===== config.mk =====
export PLATFORM = sky130hd
export DESIGN_NAME = fp_addsub_norm_round
export DESIGN_NICKNAME = d
export VERILOG_FILES = /design/src/rtl/fp_addsub_norm_round.sv
export SDC_FILE = /design/constraint.sdc
export NUM_CORES = 1
export LEC_CHECK = 0
export ABC_AREA = 1
export ABC_CLOCK_PERIOD_IN_PS = 9450
export CAP_MARGIN = 20
export CORE_ASPECT_RATIO = 1.2
export CORE_UTILIZATION = 33
export CTS_BUF_LIST = sky130_fd_sc_hd__clkbuf_16
export DETAILED_ROUTE_END_ITERATION = 16
export PLACE_DENSITY = 0.54
export SETUP_SLACK_MARGIN = 0.02
export SYNTH_ARGS = -nofsm -noshare
export SYNTH_HDL_FRONTEND = slang
export SYNTH_SLANG_ARGS = --single-unit

===== constraint.sdc =====
create_clock -name clk -period 9.45 [get_ports clk]
set_clock_uncertainty 0.15 [all_clocks]
set_input_delay 1.89 -clock clk [delete_from_list [all_inputs] [get_ports clk]]
set_output_delay 1.89 -clock clk [all_outputs]
set_load 0.01 [all_outputs]

===== src/rtl/fp_addsub_norm_round.sv =====
// Binary32 add/sub back end: normalizes the aligned significand sum, rounds to
// nearest-even, saturates on overflow, flushes on underflow and packs the result.
module fp_addsub_norm_round #(
    parameter int EXP_W  = 8,
    parameter int FRAC_W = 23
) (
    input  logic                  clk,
    input  logic                  rst_n,
    input  logic                  in_valid,
    output logic                  in_ready,
    input  logic                  in_sign,
    input  logic [EXP_W-1:0]      in_exp,
    input  logic [FRAC_W+1:0]     in_sig,
    input  logic [2:0]            in_grs,
    input  logic [4:0]            in_shiftleft,
    input  logic                  in_zero,
    output logic                  out_valid,
    input  logic                  out_ready,
    output logic [EXP_W+FRAC_W:0] out_result,
    output logic                  out_overflow,
    output logic                  out_underflow
);

    localparam int SIG_W = FRAC_W + 1;
    localparam int X_W   = SIG_W + 3;
    localparam int E_W   = EXP_W + 2;
    localparam int RES_W = EXP_W + FRAC_W + 1;

    localparam logic signed [E_W-1:0] E_ZERO = '0;
    localparam logic signed [E_W-1:0] E_ONE  = E_W'(1);
    localparam logic signed [E_W-1:0] E_MAX  = E_W'((1 << EXP_W) - 1);

    function automatic logic [SIG_W:0] round_rne(
        input logic [SIG_W-1:0] m,
        input logic             g,
        input logic             r,
        input logic             st
    );
        logic up;
        up = g & (r | st | m[0]);
        return {1'b0, m} + {{SIG_W{1'b0}}, up};
    endfunction

    // Returns {overflow, packed result}; saturates to infinity at the all-ones exponent.
    function automatic logic [RES_W:0] pack_sat(
        input logic                  sign,
        input logic signed [E_W-1:0] e,
        input logic [FRAC_W-1:0]     frac
    );
        if (e >= E_MAX)
            return {1'b1, sign, {EXP_W{1'b1}}, {FRAC_W{1'b0}}};
        return {1'b0, sign, e[EXP_W-1:0], frac};
    endfunction

    logic                  vld_p1, vld_p2;
    logic                  s1_adv;

    logic                  carry_p0;
    logic [X_W-1:0]        x_p0;
    logic [SIG_W-1:0]      m_p0;
    logic                  g_p0, r_p0, st_p0, uf_p0;
    logic signed [E_W-1:0] exp_ext_p0, shl_ext_p0, e_p0;

    logic                  sign_p1, zero_p1, uf_p1;
    logic [SIG_W-1:0]      m_p1;
    logic                  g_p1, r_p1, st_p1;
    logic signed [E_W-1:0] e_p1;

    logic [SIG_W:0]        mr_p1;
    logic [FRAC_W-1:0]     frac_p1;
    logic signed [E_W-1:0] er_p1;
    logic [RES_W:0]        pk_p1;
    logic [RES_W-1:0]      res_p1;
    logic                  ovf_p1, ufo_p1;

    assign s1_adv    = ~vld_p2 | out_ready;
    assign in_ready  = rst_n & (~vld_p1 | s1_adv);
    assign out_valid = vld_p2;

    // ---- stage 1: normalize (carry shifts right by one, otherwise LOD left shift)
    assign carry_p0   = in_sig[SIG_W];
    assign exp_ext_p0 = $signed({{(E_W-EXP_W){1'b0}}, in_exp});
    assign shl_ext_p0 = $signed({{(E_W-5){1'b0}}, in_shiftleft});

    always_comb begin
        x_p0 = {in_sig[SIG_W-1:0], in_grs} << in_shiftleft;
        if (carry_p0) begin
            m_p0  = in_sig[SIG_W:1];
            g_p0  = in_sig[0];
            r_p0  = in_grs[2];
            st_p0 = in_grs[1] | in_grs[0];
            e_p0  = exp_ext_p0 + E_ONE;
        end else begin
            m_p0  = x_p0[X_W-1:3];
            g_p0  = x_p0[2];
            r_p0  = x_p0[1];
            st_p0 = x_p0[0];
            e_p0  = exp_ext_p0 - shl_ext_p0;
        end
        uf_p0 = ~in_zero & ~carry_p0 & (e_p0 <= E_ZERO);
    end

    always_ff @(posedge clk) begin
        if (in_valid && in_ready) begin
            sign_p1 <= in_sign;
            zero_p1 <= in_zero;
            uf_p1   <= uf_p0;
            m_p1    <= m_p0;
            g_p1    <= g_p0;
            r_p1    <= r_p0;
            st_p1   <= st_p0;
            e_p1    <= e_p0;
        end
    end

    // ---- stage 2: round to nearest-even, renormalize on carry-out, pack
    always_comb begin
        mr_p1 = round_rne(m_p1, g_p1, r_p1, st_p1);
        if (mr_p1[SIG_W]) begin
            frac_p1 = mr_p1[SIG_W-1:1];
            er_p1   = e_p1 + E_ONE;
        end else begin
            frac_p1 = mr_p1[FRAC_W-1:0];
            er_p1   = e_p1;
        end
        pk_p1  = pack_sat(sign_p1, er_p1, frac_p1);
        res_p1 = pk_p1[RES_W-1:0];
        ovf_p1 = pk_p1[RES_W];
        ufo_p1 = 1'b0;
        if (zero_p1 || uf_p1) begin
            res_p1 = {sign_p1, {(RES_W-1){1'b0}}};
            ovf_p1 = 1'b0;
            ufo_p1 = uf_p1;
        end
    end

    always_ff @(posedge clk) begin
        if (!rst_n) begin
            vld_p1        <= 1'b0;
            vld_p2        <= 1'b0;
            out_result    <= '0;
            out_overflow  <= 1'b0;
            out_underflow <= 1'b0;
        end else begin
            if (in_ready)
                vld_p1 <= in_valid;
            if (s1_adv) begin
                vld_p2 <= vld_p1;
                if (vld_p1) begin
                    out_result    <= res_p1;
                    out_overflow  <= ovf_p1;
                    out_underflow <= ufo_p1;
                end
            end
        end
    end

endmodule


==> run metrics, run 1 <==
slowest stage cell on the critical path clkdlybuf4s50_1; setup TNS 0 ns; sink of the worst hold path out_result[16]$_SDFFE_PN0P_; Met3 Routed Length 685 microns; average cell area after synthesis 6.67 sq um; routed len/inst 13.5 microns; Sink Count 76; setup repair bufs after CTS 0; buffer levels on the longest clock path 2; number of global-route vias before repair 5,000; cell types with the largest area share after synthesis edfxtp_1, nand2_1, dfxtp_1; Fmax 0.192 GHz; final standard cell utilization of the core 0.415; Slew Limit Headroom 0.403; period utilisation layout 0.550; power density normalized to cell area 121 nW/um^2; buffers and inverters on the worst path 4; number of pins exceeding their max-slew limit in the final report 0; Register Area 1920 sq um; final hold violation count 0; run status complete, no violations; I/O pin total 83; filler instances 1,713; ordered cell list for the critical path clkdlybuf4s50_1 > inv_1 > nand3_1 > nand2_1 > inv_1 > clkdlybuf4s50_1; ratio of cells with drive above 1 in the final layout 0.0400; Post-synth top flop edfxtp_1; post-synthesis register bit count 76; Max VDD drop 0.0607 mV; hold_sp out_result[16]$_SDFFE_PN0P_; wire length of the first global-routing pass 24.7 mm; met1 wire length 6.90 mm; vias 5,483; RSZ-0062 raised after global routing no; post-cts repair resize count 0; Remaining Overflow, GRT 0; final wirelength 15.0 mm; count of hold-fix buffers inserted at cts 0; Final setup viols 0; multi-input logic area 3140 sq um; clock tree from TritonCTS yes; H-Tree Depth 3; CTS Root Buffer Type clkbuf_16; GP Congestion 0.950; metal2 WL 6.87 mm; transition at the pin with the smallest max-transition slack 0.889 ns; class of the most critical hold timing path register to register; hold-critical path depth 2; largest net degree at the start of global routing 41; area of the die 17,400 sq um; Top Metal Used met4; critical path's largest stage delay 0.52 ns; height of the die 144 microns; Starting Density 0.340; number of enable flip-flop cells after synthesis 40; first-pass iteration count of the detailed router 7; FF-to-FF path depth 12; number of CTS-inserted buffers 9; clock insertion delay at the later pin of the skew report 0.33 ns; P&R area growth vs syn 22.2%; number of warnings issued by yosys 0; register-to-register setup slack 6.43 ns; endpoint of the most critical register-to-register path out_result[19]$_SDFFE_PN0P_; half-perimeter wire length after detailed placement 12.0 mm; total inserted antenna cells 0; post-synthesis cell count 836; reported leakage power 2.83 nW; startpoint types primary input; placement row count 51; area leader, netlist edfxtp_1; most used cells in the layout excluding fill and tap cells nand2_1, inv_1, o21ai_0; startpoint of the most critical register-to-register path g_p1$_DFFE_PP_; vias per cell 4.93; number of design-rule violations left by the first detailed-router iteration 412; required arrival time at the worst endpoint 7.41 ns; overall die width 121 microns; Buffers on Ports 82; CP Capture Type primary output; global-route usage over all layers 0.179; Netlist cell types 42; net count after synthesis 892; DRC violation count after routing 0; fraction of post-synthesis cell area in the top cell type by area 0.216; largest delay contributor family on the critical path buffers and inverters; max-cap violations 0; combined area of all synthesized cells 5570 sq um; most common cell after layout, fill and taps aside nand2_1; final critical path time including I/O delays and setup 5.20 ns; kind of critical path primary input to primary output; antenna violations before repair 0; Post-layout nets 952; fraction of the yosys area taken by sequential cells 0.345; largest driver fanout on the critical path 2; Worst-path clk slew 0.05 ns; placeable core region 16,400 sq um; antenna-violating nets left 0; Async SR Flop Fraction 0; CP arrival 3.16 ns
-- cells in the mapped netlist, drive strengths merged (10+ instances only) --
| cell type | number |
|---|---|
| nand2 | 255 |
| o21ai | 90 |
| inv | 89 |
| nor2 | 67 |
| a21oi | 57 |
| nand3 | 48 |
| edfxtp | 40 |
| dfxtp | 36 |
| clkbuf | 33 |
| xor2 | 15 |
| nor3 | 14 |
| o22ai | 10 |
-- metal layers --
metal / up-vias / global-route usage
met4: 0 / 0.0962
li1: 2892 / -
met2: 169 / 0.298
met3: 34 / 0.0244
met5: - / 0
met1: 2388 / 0.225
-- sequential cells by signal, summed over array words and instances (netlist names) --
name           flops
g_p1               1
out_result        32
sign_p1            1
e_p1              10
r_p1               1
m_p1              24
out_underflow      1
vld_p1             1
zero_p1            1
out_valid          1
st_p1              1
out_overflow       1
uf_p1              1
-- where the power goes --
part / leakage [nW] / total (mW) / internal, mW / switching, mW
Sequential: 0.680 / 0.374 / 0.364 / 0.0100
Clock: 0.136 / 0.286 / 0.171 / 0.115
Combinational: 2.02 / 0.165 / 0.0654 / 0.0998
-- metrics by stage --
step | instances | instance area (sq um) | power (mW) | worst slack, ns | hold WS (ns)
after floorplan | 836 | 5570 | 0.481 | 5.11 | 0.319
after global placement | 1096 | 6540 | 0.545 | 4.12 | 0.301
after detailed placement | 1096 | 6540 | 0.544 | 4.08 | 0.306
after CTS | 1112 | 6790 | 0.832 | 4.24 | 0.314
after global routing | 1113 | 6810 | 0.868 | 3.95 | 0.334
final | 1113 | 6810 | 0.825 | 4.25 | 0.313
-- worst register-to-register path, stage by stage (launching register included) --
cell and delay [ns]:
edfxtp_1 0.35, nand2_1 0.12, inv_1 0.13, ha_1 0.23, nand3_1 0.22, nor3b_2 0.31
nand2_1 0.16, nor2_1 0.29, nand3_1 0.13, xor2_1 0.26, nand2_2 0.29, nand2_1 0.17
a21oi_1 0.07
-- worst max path at each step --
stage | start | to | slack [ns] | cells past startpoint
after floorplan | out_ready | e_p1[0]$_DFFE_PP_ | 5.11 | 4
after global placement | in_shiftleft[1] | uf_p1$_DFFE_PP_ | 4.12 | 14
after detailed placement | in_shiftleft[1] | uf_p1$_DFFE_PP_ | 4.08 | 13
after CTS | out_ready | in_ready | 4.24 | 6
after global routing | in_shiftleft[2] | uf_p1$_DFFE_PP_ | 3.95 | 14
final | out_ready | in_ready | 4.25 | 6
-- logic make-up (layout without fill, tap and decap cells) --
group / Yosys count / count (layout) / share of synthesized area
and+or+nand+nor: 404 / 404 / 0.307
AOI/OAI and AO/OA: 183 / 183 / 0.183
buffers and inverters: 133 / 198 / 0.0938
DFF: 76 / 76 / 0.345
xor gates and xnor gates: 23 / 23 / 0.0361
adders and majority gates: 9 / 9 / 0.0216
muxes: 8 / 8 / 0.0144
-- final cells by class --
| class | instances | share of cell area |
|---|---|---|
| clock inverter | 7 | 0.00404 |
| timing repair buffer | 89 | 0.130 |
| clock buffer | 9 | 0.0331 |
| tap | 212 | 0.0389 |
| sequential | 76 | 0.282 |
| inverter | 93 | 0.0513 |
| multi-input combinational | 627 | 0.460 |
Note: power is estimated with default switching activity, not from simulation.
==> run 2, diff against run 1 <==
ABC_CLOCK_PERIOD_IN_PS = 4770   (was 9450)
PLACE_DENSITY = 0.56   (was 0.54)
clock period = 4.77 ns   (was 9.45 ns; I/O delays follow)
==> run metrics, run 2 (synthesis results as in run 1) <==
wire length of the first global-routing pass 26.0 mm; Sink Count 76; Sw Share 0.269; startpoint types primary input; routed len/inst 14.3 microns; kind of critical path primary input to register; internal power contribution 1.25 mW; RSZ-0062 raised after global routing no; GP Congestion 0.954; run status complete, no violations; Buffers on Ports 82; half-perimeter wire length after detailed placement 12.8 mm; final hold violation count 0; Sequential Power Share 0.435; met1 wire length 7.10 mm; clock insertion delay at the later pin of the skew report 0.33 ns; I/O pin total 83; final critical path time including I/O delays and setup 3.39 ns; Final setup viols 0; power density normalized to cell area 248 nW/um^2; Slew Limit Headroom 0.404; transition at the pin with the smallest max-transition slack 0.888 ns; ordered cell list for the critical path clkdlybuf4s50_1 > nor2_1 > clkinv_1 > a21oi_1 > nand2_1 > o21ai_0; required arrival time at the worst endpoint 4.75 ns; area of the die 17,400 sq um; net switching power 0.458 mW; total inserted antenna cells 0; vias per cell 4.94; Worst-path clk slew 0.05 ns; height of the die 144 microns; Remaining Overflow, GRT 0; Post-layout nets 959; count of hold-fix buffers inserted at cts 0; clock power share 0.369; P&R area growth vs syn 23.5%; CP Capture Type register; number of pins exceeding their max-slew limit in the final report 0; metal2 WL 7.86 mm; antenna-violating nets left 0; H-Tree Depth 3; number of global-route vias before repair 5,241; most common cell after layout, fill and taps aside nand2_1; number of cells in the finished layout apart from fillers 1,119; setup TNS 0 ns; period utilisation layout 0.711; Starting Density 0.340; total instance count after detailed placement 1,103; buffer levels on the longest clock path 2; post-cts repair resize count 0; Met3 Routed Length 591 microns; clock tree from TritonCTS yes; vias 5,526; setup repair bufs after CTS 0; Top Metal Used met4; class of the most critical hold timing path register to register; number of flip-flops in the largest register 32; largest register by flop count out_result; proportion of power drawn by combinational gates 0.197; placeable core region 16,400 sq um; final wirelength 16.0 mm; ratio of cells with drive above 1 in the final layout 0.0474; most used cells in the layout excluding fill and tap cells nand2_1, inv_1, o21ai_0; Fmax 0.295 GHz; DRC violation count after routing 0; largest net degree at the start of global routing 41; critical path's largest stage delay 0.69 ns; reported leakage power 2.87 nW; largest delay contributor family on the critical path buffers and inverters; buffers and inverters on the worst path 2; max-cap violations 0; largest driver fanout on the critical path 17; Max VDD drop 0.120 mV; number of CTS-inserted buffers 9; placement row count 51; final standard cell utilization of the core 0.420; CP arrival 3.37 ns; CTS Root Buffer Type clkbuf_16; number of design-rule violations left by the first detailed-router iteration 424; slowest stage cell on the critical path nor2_1; Total Power 1.70 mW; overall die width 121 microns; register-to-register setup slack 1.77 ns; antenna violations before repair 0; first-pass iteration count of the detailed router 5; largest registers out_result (32), m_p1 (24), e_p1 (10); global-route usage over all layers 0.191
-- run 2: cell count changes in the layout (fill, tap and decap cells not counted), sizes merged --
cell    change
buf         +7
bufinv      +1
clkinv      -1
inv         -1
-- run 2: metrics by stage --
stage	worst slack, ns	hold slack [ns]	cell area (sq um)
floorplan	1.37	0.319	5570
global placement	1.02	0.302	6590
detailed placement	1.07	0.306	6590
CTS	1.42	0.315	6860
global route	1.15	0.327	6880
finish	1.38	0.311	6880
-- run 2: power by group through the flow --
stage / Clock (mW) / Sequential, mW / Combinational [mW]
after floorplan: 0 / 0.753 / 0.200
after global placement: 0 / 0.754 / 0.336
after detailed placement: 0 / 0.755 / 0.333
after CTS: 0.641 / 0.741 / 0.334
after global routing: 0.674 / 0.744 / 0.376
final: 0.628 / 0.741 / 0.335
-- run 2: worst paths after layout --
kind,startpoint,end,depth (start not counted)
worst max-delay path,in_sig[24],m_p1[8]$_DFFE_PP_,6
worst min-delay path,out_result[21]$_SDFFE_PN0P_,out_result[21]$_SDFFE_PN0P_,2
worst max register to register,m_p1[0]$_DFFE_PP_,out_result[19]$_SDFFE_PN0P_,14
worst min register to register,out_result[21]$_SDFFE_PN0P_,out_result[21]$_SDFFE_PN0P_,2
-- run 2: layout make-up --
class,count,area (sq um)
clock buffers,9,225
clock inverters,6,48.8
fillers,1751,9520
inverters,93,349
multi-input cells,627,3140
flip-flops and latches,76,1920
well taps,212,265
repair buffers,96,938
-- run 2: metal layers --
metal,GRT usage,vias up
met1,0.233,2440
li1,-,2902
met2,0.335,153
met3,0.0248,31
met5,0,-
met4,0.0871,0
-- run 2: worst reg2reg max path, stage by stage (launching register included) --
cell      delay [ns]
edfxtp_1        0.38
nand2_1         0.16
inv_1           0.11
ha_1            0.22
nand3_1         0.21
nor2_1          0.08
buf_4           0.19
nand2_4         0.22
clkinv_1        0.22
nand2_1         0.11
o21ai_0         0.08
o21bai_4        0.18
nand2_2         0.32
nand2_1         0.13
a21oi_1         0.14
